--- src/rtl/vect_deser.sv ---
// vect_deser: serial-to-parallel deserializer.
// Collects qualified serial bits into WIDTH-bit words and offers each
// completed word on a registered output with a valid/ready handshake.
// i_sync restarts the frame, MSB_FIRST selects the bit order, and a
// word that completes while the output slot is still full is dropped
// and reported through a sticky overrun flag.
module vect_deser #(
  parameter int WIDTH     = 8,
  parameter bit MSB_FIRST = 1'b0,
  localparam int CW       = $clog2(WIDTH)
) (
  input  logic             i_clk,
  input  logic             i_rst_n,
  input  logic             i_bit,
  input  logic             i_bit_en,
  input  logic             i_sync,
  input  logic             i_ready,
  input  logic             i_ovr_clr,
  output logic [WIDTH-1:0] o_word,
  output logic             o_valid,
  output logic             o_overrun,
  output logic [CW-1:0]    o_fill
);

  // Fill count of the final bit of a frame.
  localparam logic [CW-1:0] LAST_FILL = CW'(WIDTH - 1);
  // Word position that bit 0 of a frame occupies.
  localparam int FIRST_POS = MSB_FIRST ? (WIDTH - 1) : 0;

  logic [WIDTH-1:0] shreg_q, shreg_d;
  logic [WIDTH-1:0] word_q, word_d;
  logic             valid_q, valid_d;
  logic             ovr_q, ovr_d;
  logic [CW-1:0]    fill_q, fill_d;

  logic [CW-1:0]    posIdx;
  logic [WIDTH-1:0] bitMask;
  logic [WIDTH-1:0] firstMask;
  logic [WIDTH-1:0] merged;
  logic             slotFree;

  // Where the incoming bit lands and the partial word with it merged in.
  always_comb begin
    posIdx    = MSB_FIRST ? (LAST_FILL - fill_q) : fill_q;
    bitMask   = '0;
    bitMask[posIdx] = 1'b1;
    firstMask = '0;
    firstMask[FIRST_POS] = 1'b1;
    merged    = (shreg_q & ~bitMask) | ({WIDTH{i_bit}} & bitMask);
    slotFree  = !valid_q || i_ready;
  end

  // Next-state logic: frame assembly, output slot handshake, overrun.
  // The shift register is cleared whenever a frame ends so that no bit of
  // a previous frame can ever reach o_word.
  always_comb begin
    shreg_d = shreg_q;
    word_d  = word_q;
    valid_d = valid_q;
    ovr_d   = ovr_q;
    fill_d  = fill_q;

    if (valid_q && i_ready) begin
      valid_d = 1'b0;
    end

    if (i_ovr_clr) begin
      ovr_d = 1'b0;
    end

    if (i_sync) begin
      if (i_bit_en) begin
        shreg_d = {WIDTH{i_bit}} & firstMask;
        fill_d  = CW'(1);
      end else begin
        shreg_d = '0;
        fill_d  = '0;
      end
    end else if (i_bit_en) begin
      if (fill_q == LAST_FILL) begin
        shreg_d = '0;
        fill_d  = '0;
        if (slotFree) begin
          word_d  = merged;
          valid_d = 1'b1;
        end else begin
          ovr_d = 1'b1;
        end
      end else begin
        shreg_d = merged;
        fill_d  = fill_q + CW'(1);
      end
    end
  end

  // State registers with asynchronous active-low clear.
  always_ff @(posedge i_clk or negedge i_rst_n) begin
    if (!i_rst_n) begin
      shreg_q <= '0;
      word_q  <= '0;
      valid_q <= 1'b0;
      ovr_q   <= 1'b0;
      fill_q  <= '0;
    end else begin
      shreg_q <= shreg_d;
      word_q  <= word_d;
      valid_q <= valid_d;
      ovr_q   <= ovr_d;
      fill_q  <= fill_d;
    end
  end

  assign o_word    = word_q;
  assign o_valid   = valid_q;
  assign o_overrun = ovr_q;
  assign o_fill    = fill_q;

endmodule

--- config.mk ---
export PLATFORM = sky130hd
export DESIGN_NAME = vect_deser
export DESIGN_NICKNAME = d
export VERILOG_FILES = /design/src/rtl/vect_deser.sv
export SDC_FILE = /design/constraint.sdc
export NUM_CORES = 1
export LEC_CHECK = 0
export ABC_AREA = 1
export CAP_MARGIN = 20
export CORE_UTILIZATION = 35
export DETAILED_ROUTE_END_ITERATION = 8
export PLACE_DENSITY = 0.66
export SYNTH_ARGS = -nofsm -noshare
export SYNTH_HDL_FRONTEND = slang
export SYNTH_SLANG_ARGS = --single-unit
export TNS_END_PERCENT = 5
--- constraint.sdc ---
create_clock -name i_clk -period 4.05 [get_ports i_clk]
set_input_delay 0.81 -clock i_clk [delete_from_list [all_inputs] [get_ports i_clk]]
set_output_delay 0.81 -clock i_clk [all_outputs]
set_load 0.03 [all_outputs]
## After elaboration in Yosys (flattened, before gate mapping)

Cells that the tools add are included.

- Flip-flop bits (word level): 21
- Bits of input ports: 7
- Logic and storage cells: 40
- Output and inout bits: 13

- Reduce and logical (&&, ||, !) cells: 6
- Mux-type cells: 20
- $lt $le $gt $ge: 2
- $add $sub $neg: 1
- Eq/ne operators: 1
- Bitwise logic cells: 5

Operators with widths:

| kind | count |
|---|---|
| 8-bit two-way mux | 3 |
| 8-bit AND | 2 |
| 1-bit two-way mux | 13 |
| 3-bit two-way mux | 3 |
| 8-bit NOT | 1 |
| 8-bit bitwise OR | 1 |
| 3-bit by 4-bit < comparator with 1-bit output, second input constant | 1 |
| 4-bit AND reduction | 1 |
| 3-bit by 1-bit adder with 3-bit output, second input constant | 1 |
| 1-bit demux with 3-bit select | 1 |
| 3-bit equality test, second input constant | 1 |
| 3-bit by 1-bit >= comparator with 1-bit output, second input constant | 1 |
| 1-bit logical AND | 2 |
| 2-bit nonzero test | 1 |
| 1-bit zero test | 1 |
| 1-bit logical OR | 1 |
| 1-bit NOT | 1 |

## Longest topological paths before layout

- Word-level depth: 10
- Gate-level depth with buffers: 8
- Depth with buffers taken out: 7

## Least setup slack after synthesis

Ideal clock, no wire load.

- Kind: reg-to-reg
- Start: register fill_q[1], in the netlist o_fill[1]
- End: register word_q[7], in the netlist o_word[7]
- Data required time: 3.923 ns
- Clock period less this slack: 1.611 ns
- Setup time: 0.127 ns
- Setup slack: 2.439 ns
- Cell stages (with the launch flop): 9
- Path buffers: 1
- Arrival: 1.484 ns
- Cells stage by stage: dfrtp_1 -> ha_1 -> ha_1 -> nand2_4 -> nor2_4 -> inv_2 -> buf_6 -> nand2_1 -> o21ai_2

- Word-level cells in the longest chain between the ends: 7
- Elaborated cells between the ends (all ways): 11
- Those cells by class: order compare: 2; eq/ne: 1; mux: 2; bitwise: 4; reduce/logical: 2

RTL lines:

| what | line | source |
|---|---|---|
| start, declared | 34 | `logic [CW-1:0] fill_q, fill_d;` |
| start signal, assigned | 109 | `fill_q <= fill_d;` |
| 3-bit by 4-bit < comparator with 1-bit output (not written as such) or 3-bit by 1-bit >= comparator with 1-bit output (tied branches) | 46 | `bitMask[posIdx] = 1'b1;` |
| 1-bit logical AND (not written as such) | 46 |  |
| 1-bit two-way mux (not written as such) | 46 |  |
| 1-bit demux with 3-bit select | 46 |  |
| 8-bit NOT | 49 | `merged = (shreg_q & ~bitMask) \| ({WIDTH{i_bit}} & bitMask);` |
| 8-bit AND | 49 |  |
| 8-bit bitwise OR | 49 |  |
| end signal, assigned | 106 | `word_q <= word_d;` |
| end, declared | 31 | `logic [WIDTH-1:0] word_q, word_d;` |

Parallel ways exist; a longest one is shown, timed or not.
A chain may end at the register's enable or synchronous reset.

## Worst setup path after layout

- Start: register fill_q[2], in the netlist o_fill[2]
- End: output o_fill[2]

RTL lines:

| what | line | source |
|---|---|---|
| end, declared | 22 | `output logic [CW-1:0] o_fill` |

No word-level cell between the ends.

==> flow_metrics.env <==
export IMPL_grtUsageTotal_pct=14.15
export IMPL_cts_sinks=21
export IMPL_synth_top_area_share_pct=52.50
export IMPL_critPathMaxFanout=9
export IMPL_yosys_most_used_dff="dfrtp_1"
export IMPL_fin_crit_ns=2.385
export IMPL_seq_area_um2=525.5
export IMPL_start_util_pct=36.61
export IMPL_synth_top_area_cell="dfrtp_1"
export IMPL_fin_crit_sh_pct=58.88
export IMPL_cp_top_family="buffers and inverters"
export IMPL_port_buffers=19
export IMPL_syn_area_um2=1001
export IMPL_die_y_um=55.48
export IMPL_hold_class="register to register"
export IMPL_dieWidth_um=55.48
export IMPL_dr_pass1_iters=5
export IMPL_design_portCount=20
export IMPL_ys_warnings_count=0
export IMPL_root_buffer="clkbuf_4"
export IMPL_cts_buffers_inserted=3
export IMPL_die_area_um2=3077
export IMPL_num_vias=827
export IMPL_status="completed"
export IMPL_fin_cells=169
export IMPL_drive_above_1_share_pct=7.971
export IMPL_multi_input_area_um2=385.4
export IMPL_crit_buf_inv=1
export IMPL_cp_slowest_cell="clkdlybuf4s50_1"
export IMPL_cp_slowest_stage_delay_ns=0.73
export IMPL_yosys_cell_count_top_type="nand2_1"
export IMPL_syn_area_per_cell_um2=8.629
export IMPL_seq_area_frac_synth_pct=52.50
export IMPL_async_reset_ff_share_pct=100.0
export IMPL_synth_edf_count=0
export IMPL_ctsResizeCount=0
export IMPL_yosys_top_cells_count="28 x nand2_1, 21 x dfrtp_1, 18 x inv_1"
export IMPL_cp_cell_sequence="clkdlybuf4s50_1"
export IMPL_cap_violations=0
export IMPL_wirelength_mm=1.961
export IMPL_maxSlewViolCount=0
export IMPL_gp_congestion=0.8942
export IMPL_antenna_found_initial=0
export IMPL_hold_violations=0
export IMPL_synth_nets=126
export IMPL_setup_viol=0
export IMPL_layout_nets=149
export IMPL_power_uw=390.3
export IMPL_num_rows=19
export IMPL_clock_path_buffers=2
export IMPL_rsz0062_at_grt="no"
export IMPL_drt_wirelength_per_cell_um=11.60
export IMPL_tightest_slew_ns=0.9344
export IMPL_area_growth_syn_to_layout_pct=24.50
export IMPL_leakagePower_uw=0.0005977
export IMPL_nFillCells=263
export IMPL_ys_top_cells_by_area="dfrtp_1 53%, nand2_1 11%, inv_1 6.8%"
export IMPL_reg2reg_slack_ns=2.47
export IMPL_synth_cell_type_count=16
export IMPL_drc=0
export IMPL_routed_via_density=4.893
export IMPL_cts_max_level=1
export IMPL_critPathLaunchType="register"
export IMPL_maxSlewHeadroom_pct=37.51
export IMPL_crit_required_ns=3.24
export IMPL_cts_setup_buffers=0
export IMPL_worst_ir_drop_vdd_mv=0.1691
export IMPL_grt_max_degree=22
export IMPL_powerDensity_nw_per_um2=313.2
export IMPL_syn_inst=116
export IMPL_fin_worst_skew_ns=0.005924
export IMPL_path_clk_slew_ns=0.12
export IMPL_cts_tree="built"
export IMPL_cp_data_arrival_time_ns=1.57
export IMPL_gr_total_overflow=0
export IMPL_grt_first_pass_wirelength_mm=3.498
export IMPL_coreArea_um2=2734
export IMPL_finalSetupTns_ns=0
export IMPL_worst_setup_path_end_kind="output port"
export IMPL_first_iter_violations=20
export IMPL_fmax_mhz=419.3
export IMPL_diodes=0
export IMPL_antenna_left=0
export IMPL_placed_cells_incl_taps=165
export IMPL_clkLatencyLatePin_ns=0.30
export IMPL_cts_hold_buf=0
export IMPL_first_global_vias=808
export IMPL_place_detailed_hpwl_mm=1.450
export IMPL_critPathKind="register to output port"
export IMPL_synth_seq_cells=21
state kept, by name (all words and copies together) (netlist names):
name       flops
o_word         8
o_fill         3
o_valid        1
shreg_q        8
o_overrun      1
cells by family after synthesis:
kind of cell,share of synthesized area (%)
AO/OA/AOI/OAI,15.25
adder cells (fa/ha/maj),3.750
buffers and inverters,8.999
flip-flops,52.50
AND/OR/NAND/NOR,19.50
per-stage QoR:
stage               cell area (µm²)  util, %  worst slack (ns)  hold WS (ns)
finish                         1246    45.58             1.665        0.4952
CTS                            1246    45.58             1.651        0.4984
global route                   1246    45.58             1.578        0.5266
detailed placement             1219    44.58             1.906        0.4703
floorplan                      1001        -             2.439        0.4488
global placement               1219    44.58             1.964        0.4698
placed cells by master, fill, tap and decap left out, drive strengths merged:
cell type / netlist / routed
a21oi: 3 / 3
clkbuf: 0 / 3
clkdlybuf4s50: 0 / 19
clkinv: 1 / 2
dfrtp: 21 / 21
ha: 3 / 3
inv: 20 / 20
nand2: 29 / 29
nand3: 9 / 9
nor2: 5 / 5
o21ai: 16 / 16
o22ai: 8 / 8
routing by layer:
layer	GRT usage [%]	part of all wire [%]
met5	0	0
met4	3.929	0
met3	2.108	3.6
met2	22.72	47
met1	20.03	49
worst paths after layout:
path	from	endpoint	depth (start not counted)
min in group asynchronous	i_rst_n	shreg_q[3]	1
min	shreg_q[0]	shreg_q[0]	2
max	o_fill[2]	o_fill[2]	1
min reg2reg	shreg_q[0]	shreg_q[0]	2
max reg2reg	o_fill[1]	o_word[2]	7
max in group asynchronous	i_rst_n	shreg_q[0]	1
power breakdown:
| part | internal (µW) | total, µW | switching (µW) |
|---|---|---|---|
| logic | 25.0 | 65.9 | 40.9 |
| clock network | 36.7 | 98.6 | 61.9 |
| registers | 218 | 226 | 8.19 |
final cells by class:
class | instances | share of cell area (%)
Sequential cell | 21 | 42.17
Clock inverter | 1 | 0.4016
Clock buffer | 3 | 1.807
Multi-Input combinational cell | 73 | 30.92
Inverter | 21 | 6.325
Timing Repair Buffer | 19 | 15.26
Tap cell | 31 | 3.112
Power figures use the tool's default switching activity.
